**config.mk**
```make
export PLATFORM = sky130hd
export DESIGN_NAME = rx_dma_writer
export DESIGN_NICKNAME = d
export VERILOG_FILES = /design/src/rtl/dma_pkg.sv /design/src/rtl/dma_addr_counter.sv /design/src/rtl/rx_dma_writer.sv
export SDC_FILE = /design/constraint.sdc
export NUM_CORES = 1
export LEC_CHECK = 0
export CORE_MARGIN = 5
export CORE_UTILIZATION = 39
export DETAILED_ROUTE_END_ITERATION = 8
export GPL_TIMING_DRIVEN = 0
export MAX_ROUTING_LAYER = met4
export PLACE_DENSITY = 0.65
export SLEW_MARGIN = 40
export SYNTH_ARGS = -nofsm -noshare
export SYNTH_HDL_FRONTEND = slang
export SYNTH_SLANG_ARGS = --single-unit
```
**constraint.sdc**
```tcl
create_clock -name clk -period 2.6 [get_ports clk]
set_clock_uncertainty 0.2 [all_clocks]
set_input_delay 0.52 -clock clk [delete_from_list [all_inputs] [get_ports clk]]
set_output_delay 0.52 -clock clk [all_outputs]
set_load 0.05 [all_outputs]
```
**src/rtl/dma_pkg.sv**
```systemverilog
// Shared definitions for the RX/TX DMA blocks: controller state encoding and default sizes.
package dma_pkg;

    localparam int DEF_WIDTH = 8;
    localparam int DEF_DEPTH = 8;

    typedef enum logic [1:0] {
        ST_IDLE = 2'd0,
        ST_XFER = 2'd1,
        ST_DONE = 2'd2
    } state_t;

endpackage

```
**src/rtl/dma_addr_counter.sv**
```systemverilog
// Loadable memory address counter that wraps to zero after DEPTH-1.
module dma_addr_counter
    import dma_pkg::*;
#(
    parameter int WIDTH = DEF_WIDTH,
    parameter int DEPTH = DEF_DEPTH
) (
    input  logic             clk,
    input  logic             rst_n,
    input  logic             load,
    input  logic             inc,
    input  logic [WIDTH-1:0] d,
    output logic [WIDTH-1:0] q
);

    localparam logic [WIDTH-1:0] LAST = WIDTH'(DEPTH - 1);

    always_ff @(posedge clk or negedge rst_n) begin
        if (!rst_n) begin
            q <= '0;
        end else if (load) begin
            q <= d;
        end else if (inc) begin
            q <= (q == LAST) ? '0 : q + WIDTH'(1);
        end
    end

endmodule

```
**src/rtl/rx_dma_writer.sv**
```systemverilog
// RX buffer write controller: turns a programmed (base, length) transfer plus a byte
// strobe stream into registered memory writes, with done/cfg_err/drop_err reporting.
module rx_dma_writer
    import dma_pkg::*;
#(
    parameter int WIDTH = DEF_WIDTH,
    parameter int DEPTH = DEF_DEPTH
) (
    input  logic             clk,
    input  logic             rst_n,
    input  logic             start,
    input  logic [WIDTH-1:0] base_addr,
    input  logic [WIDTH-1:0] xfer_len,
    input  logic             abort,
    input  logic             rx_valid,
    input  logic [WIDTH-1:0] rx_byte,
    output logic             mem_wr_en,
    output logic [WIDTH-1:0] rx_mem_addr,
    output logic [WIDTH-1:0] data_rx_in,
    output logic             busy,
    output logic             done,
    output logic             cfg_err,
    output logic             drop_err,
    output logic [WIDTH-1:0] byte_cnt
);

    localparam logic [WIDTH:0] DEPTH_LIM = (WIDTH + 1)'(DEPTH);

    state_t           state, state_next;
    logic [WIDTH-1:0] addr;
    logic [WIDTH-1:0] remaining;
    logic             start_ok, cfg_bad, load, wr_fire, drop_set;

    dma_addr_counter #(.WIDTH(WIDTH), .DEPTH(DEPTH)) u_addr (
        .clk   (clk),
        .rst_n (rst_n),
        .load  (load),
        .inc   (wr_fire),
        .d     (base_addr),
        .q     (addr)
    );

    always_comb begin
        state_next = state;
        start_ok   = 1'b0;
        cfg_bad    = 1'b0;
        load       = 1'b0;
        wr_fire    = 1'b0;
        case (state)
            ST_IDLE: begin
                if (start) begin
                    if ({1'b0, base_addr} >= DEPTH_LIM) begin
                        cfg_bad = 1'b1;
                    end else begin
                        start_ok = 1'b1;
                        if (xfer_len == '0) begin
                            state_next = ST_DONE;
                        end else begin
                            state_next = ST_XFER;
                            load       = 1'b1;
                        end
                    end
                end
            end
            ST_XFER: begin
                // Abort takes priority: a strobe in the abort cycle is discarded.
                if (abort) begin
                    state_next = ST_IDLE;
                end else if (rx_valid) begin
                    wr_fire = 1'b1;
                    if (remaining == WIDTH'(1)) state_next = ST_DONE;
                end
            end
            ST_DONE: state_next = ST_IDLE;
            default: state_next = ST_IDLE;
        endcase
    end

    assign drop_set = rx_valid && (state != ST_XFER);
    assign busy     = (state != ST_IDLE);
    assign done     = (state == ST_DONE);

    always_ff @(posedge clk or negedge rst_n) begin
        if (!rst_n) begin
            state       <= ST_IDLE;
            remaining   <= '0;
            mem_wr_en   <= 1'b0;
            rx_mem_addr <= '0;
            data_rx_in  <= '0;
            cfg_err     <= 1'b0;
            drop_err    <= 1'b0;
            byte_cnt    <= '0;
        end else begin
            state     <= state_next;
            mem_wr_en <= wr_fire;
            cfg_err   <= cfg_bad;
            if (wr_fire) begin
                rx_mem_addr <= addr;
                data_rx_in  <= rx_byte;
                remaining   <= remaining - WIDTH'(1);
                byte_cnt    <= byte_cnt + WIDTH'(1);
            end
            if (start_ok) byte_cnt <= '0;
            if (load) remaining <= xfer_len;
            // A same-cycle drop beats the clear from an accepted start.
            if (drop_set) begin
                drop_err <= 1'b1;
            end else if (start_ok) begin
                drop_err <= 1'b0;
            end
        end
    end

endmodule

```
==> results.sh <==
export IMPL_status="finished clean"
export IMPL_netlist_area_um2=2160
export IMPL_syn_nets=258
export IMPL_finalNetCount=324
export IMPL_die_area_um2=7140
export IMPL_numCtsBuffers=5
export IMPL_grt_ovfl_total=0
export IMPL_hold_class="reg2reg"
export IMPL_grt_max_degree=34
export IMPL_synthTopCellsByArea="dfrtp_1 (52%), nand2_1 (11%), xor2_1 (3.2%), nor2_1 (2.4%), a221o_1 (2.3%)"
export IMPL_port_buffers=57
export IMPL_dr_first_iter_drc_count=68
export IMPL_required_ns=1.88
export IMPL_hold_viol=0
export IMPL_core_area_um2=5440
export IMPL_setup_viol=0
export IMPL_vias=1824
export IMPL_critPathSlowestCell="clkdlybuf4s50_1"
export IMPL_fmax_mhz=398
export IMPL_post_cts_resized=0
export IMPL_arrival_ns=1.79
export IMPL_synth_top_area_frac=0.520
export IMPL_cp_start_kind="flip-flop"
export IMPL_row_count=27
export IMPL_grt_total_usage=0.160
export IMPL_ys_seq_area_frac=0.520
export IMPL_drv_cap=0
export IMPL_ys_seq_elements=45
export IMPL_dieHeight_um=84.5
export IMPL_slowest_delay_ns=0.70
export IMPL_clk_latency_ns=0.30
export IMPL_synth_async_reset_ratio=1.00
export IMPL_worstPathCellList="or2_2 > clkdlybuf4s50_1"
export IMPL_clkSinkCount=45
export IMPL_die_x_um=84.5
export IMPL_end_kind="primary output"
export IMPL_fin_util=0.546
export IMPL_worst_slew_margin_rel=0.608
export IMPL_syn_inst=225
export IMPL_tightest_slew_ns=0.583
export IMPL_design_area_um2=2970
export IMPL_synth_warning_count=0
export IMPL_area_delta_synth_final_pct=37.2
export IMPL_avgSynthCellArea_um2=9.62
export IMPL_dpl_cell_area_um2=2840
export IMPL_final_max_slew_viol_count=0
export IMPL_drive_gt1_frac=0.0719
export IMPL_fillers=517
export IMPL_synthFlopType="dfrtp_1"
export IMPL_synth_cell_type_count=43
export IMPL_start_util=0.398
export IMPL_ios=58
export IMPL_min_period_over_period=0.966
export IMPL_clockRootBuffer="clkbuf_8"
export IMPL_layout_min_cycle_time_ns=2.51
export IMPL_path_max_fanout=7
export IMPL_power_density_nw_per_um2=635
export IMPL_grt_pass1_vias=1926
export IMPL_antenna_found_initial=0
export IMPL_drc_errors=0
export IMPL_first_pass_iters=4
export IMPL_place_congestion=0.722
export IMPL_crit_type="reg2out"
export IMPL_dp_hpwl_mm=3.76
export IMPL_synth_edf_count=0
export IMPL_vias_per_cell=5.01
export IMPL_p_leak_nw=1.34
export IMPL_yosysMostFrequentCell="nand2_1"
export IMPL_insertedDiodeCount=0
export IMPL_wl_per_cell_um=14.0
export IMPL_yosys_area_top_type="dfrtp_1"
export IMPL_route_antenna_remaining_nets=0
export IMPL_vdd_ir_drop_max_mv=0.368
export IMPL_grt_first_pass_wirelength_mm=9.01
export IMPL_ys_top_cells_by_count="nand2_1 (63), dfrtp_1 (45), nor2_1 (14)"
export IMPL_cts_htree_levels=2
export IMPL_cts_tree="built"
export IMPL_rsz0062_at_grt="no"
export IMPL_path_clk_slew_ns=0.08
export IMPL_clock_path_buffers=2
export IMPL_drt_wl_total_mm=5.09
-- sequential cells by signal, indices dropped and copies added (netlist names) --
| signal | count |
|---|---|
| cfg_err | 1 |
| rx_mem_addr | 8 |
| u_addr.q | 8 |
| state | 2 |
| mem_wr_en | 1 |
| data_rx_in | 8 |
| byte_cnt | 8 |
| remaining | 8 |
| drop_err | 1 |
-- through the flow --
stage,instances,hold WS (ns),TNS [ns],setup slack (ns),power (mW)
floorplan,225,0.0244,0,0.432,1.16
global placement,354,0.257,-22.52,-0.492,1.35
detailed placement,355,0.186,-0.986,-0.110,1.36
CTS,364,0.282,0,0.0733,1.91
global route,364,0.306,0,0.0235,2.00
finish,364,0.275,0,0.0883,1.88
-- cell families after synthesis --
logic type               share of synthesized area
AND/OR/NAND/NOR                              0.286
flip-flops                                   0.520
AO/OA/AOI/OAI                               0.0844
buffers and inverters                       0.0306
XOR/XNOR                                    0.0486
adder cells (fa/ha/maj)                     0.0231
multiplexers                               0.00693
-- per-layer routing --
| layer | GRT usage | part of all wire | up-vias |
|---|---|---|---|
| met5 | - | 0 | - |
| met4 | 0.0388 | 0.011 | 0 |
| met3 | 0.0520 | 0.067 | 6 |
| met2 | 0.258 | 0.46 | 41 |
| met1 | 0.194 | 0.46 | 873 |
| li1 | - | - | 904 |
-- worst max-delay path, delay by kind of cell, from the launching register on --
kind / cells / cell delay [ns]
simple gates: 1 / 0.32
flops: 1 / 0.47
buf+inv: 1 / 0.70
-- timing repair --
action	CTS	global route
buffers inserted	0	0
hold buffers	1	0
endpoints found under the hold margin	12	0
-- cell usage in the layout, fill, tap and decap left out, types with 3 or more instances in the layout --
| cell | instances |
|---|---|
| nand2_1 | 63 |
| clkdlybuf4s50_1 | 56 |
| dfrtp_1 | 45 |
| nor2_1 | 14 |
| xor2_1 | 8 |
| o21ai_0 | 8 |
| a21oi_1 | 7 |
| nor3_1 | 6 |
| clkbuf_8 | 6 |
| a221o_1 | 5 |
| nand4_1 | 5 |
| inv_1 | 4 |
| clkbuf_1 | 4 |
| xnor2_1 | 4 |
| ha_1 | 4 |
| or3_1 | 3 |
| o31ai_1 | 3 |
| and2_1 | 3 |
| nand3_1 | 3 |
-- cell type report --
| type | instances | area (um2) | share of cell area |
|---|---|---|---|
| plain buffers | 9 | 47.5 | 0.0160 |
| clock buffers | 7 | 86.3 | 0.0291 |
| clock inverters | 1 | 30.0 | 0.0101 |
| inverters | 5 | 18.8 | 0.00632 |
| multi-input cells | 166 | 972 | 0.327 |
| flip-flops and latches | 45 | 1130 | 0.379 |
| well taps | 72 | 90.1 | 0.0303 |
| repair buffers | 59 | 598 | 0.201 |
-- where the power goes --
part           total [mW]  switching, mW  internal (mW)
clock               0.544          0.230          0.313
sequential          0.870         0.0835          0.786
combinational       0.472          0.270          0.202
total                1.88          0.583           1.30
-- path summary, 6_finish.rpt --
kind / from / end / slack [ns] / cells after the start
min in group asynchronous: rst_n / remaining[2]$_DFFE_PN0P_ / 0.41 / 2
setup reg to reg: state[1]$_DFFE_PN0P_ / rx_mem_addr[0]$_DFFE_PN0P_ / 0.43 / 6
setup / recovery: state[1]$_DFFE_PN0P_ / busy / 0.09 / 2
hold reg to reg: rx_mem_addr[5]$_DFFE_PN0P_ / rx_mem_addr[5]$_DFFE_PN0P_ / 0.28 / 2
hold / removal: rx_mem_addr[5]$_DFFE_PN0P_ / rx_mem_addr[5]$_DFFE_PN0P_ / 0.28 / 2
max in group asynchronous: rst_n / remaining[1]$_DFFE_PN0P_ / 1.37 / 3
(Power assumes the default switching activity.)
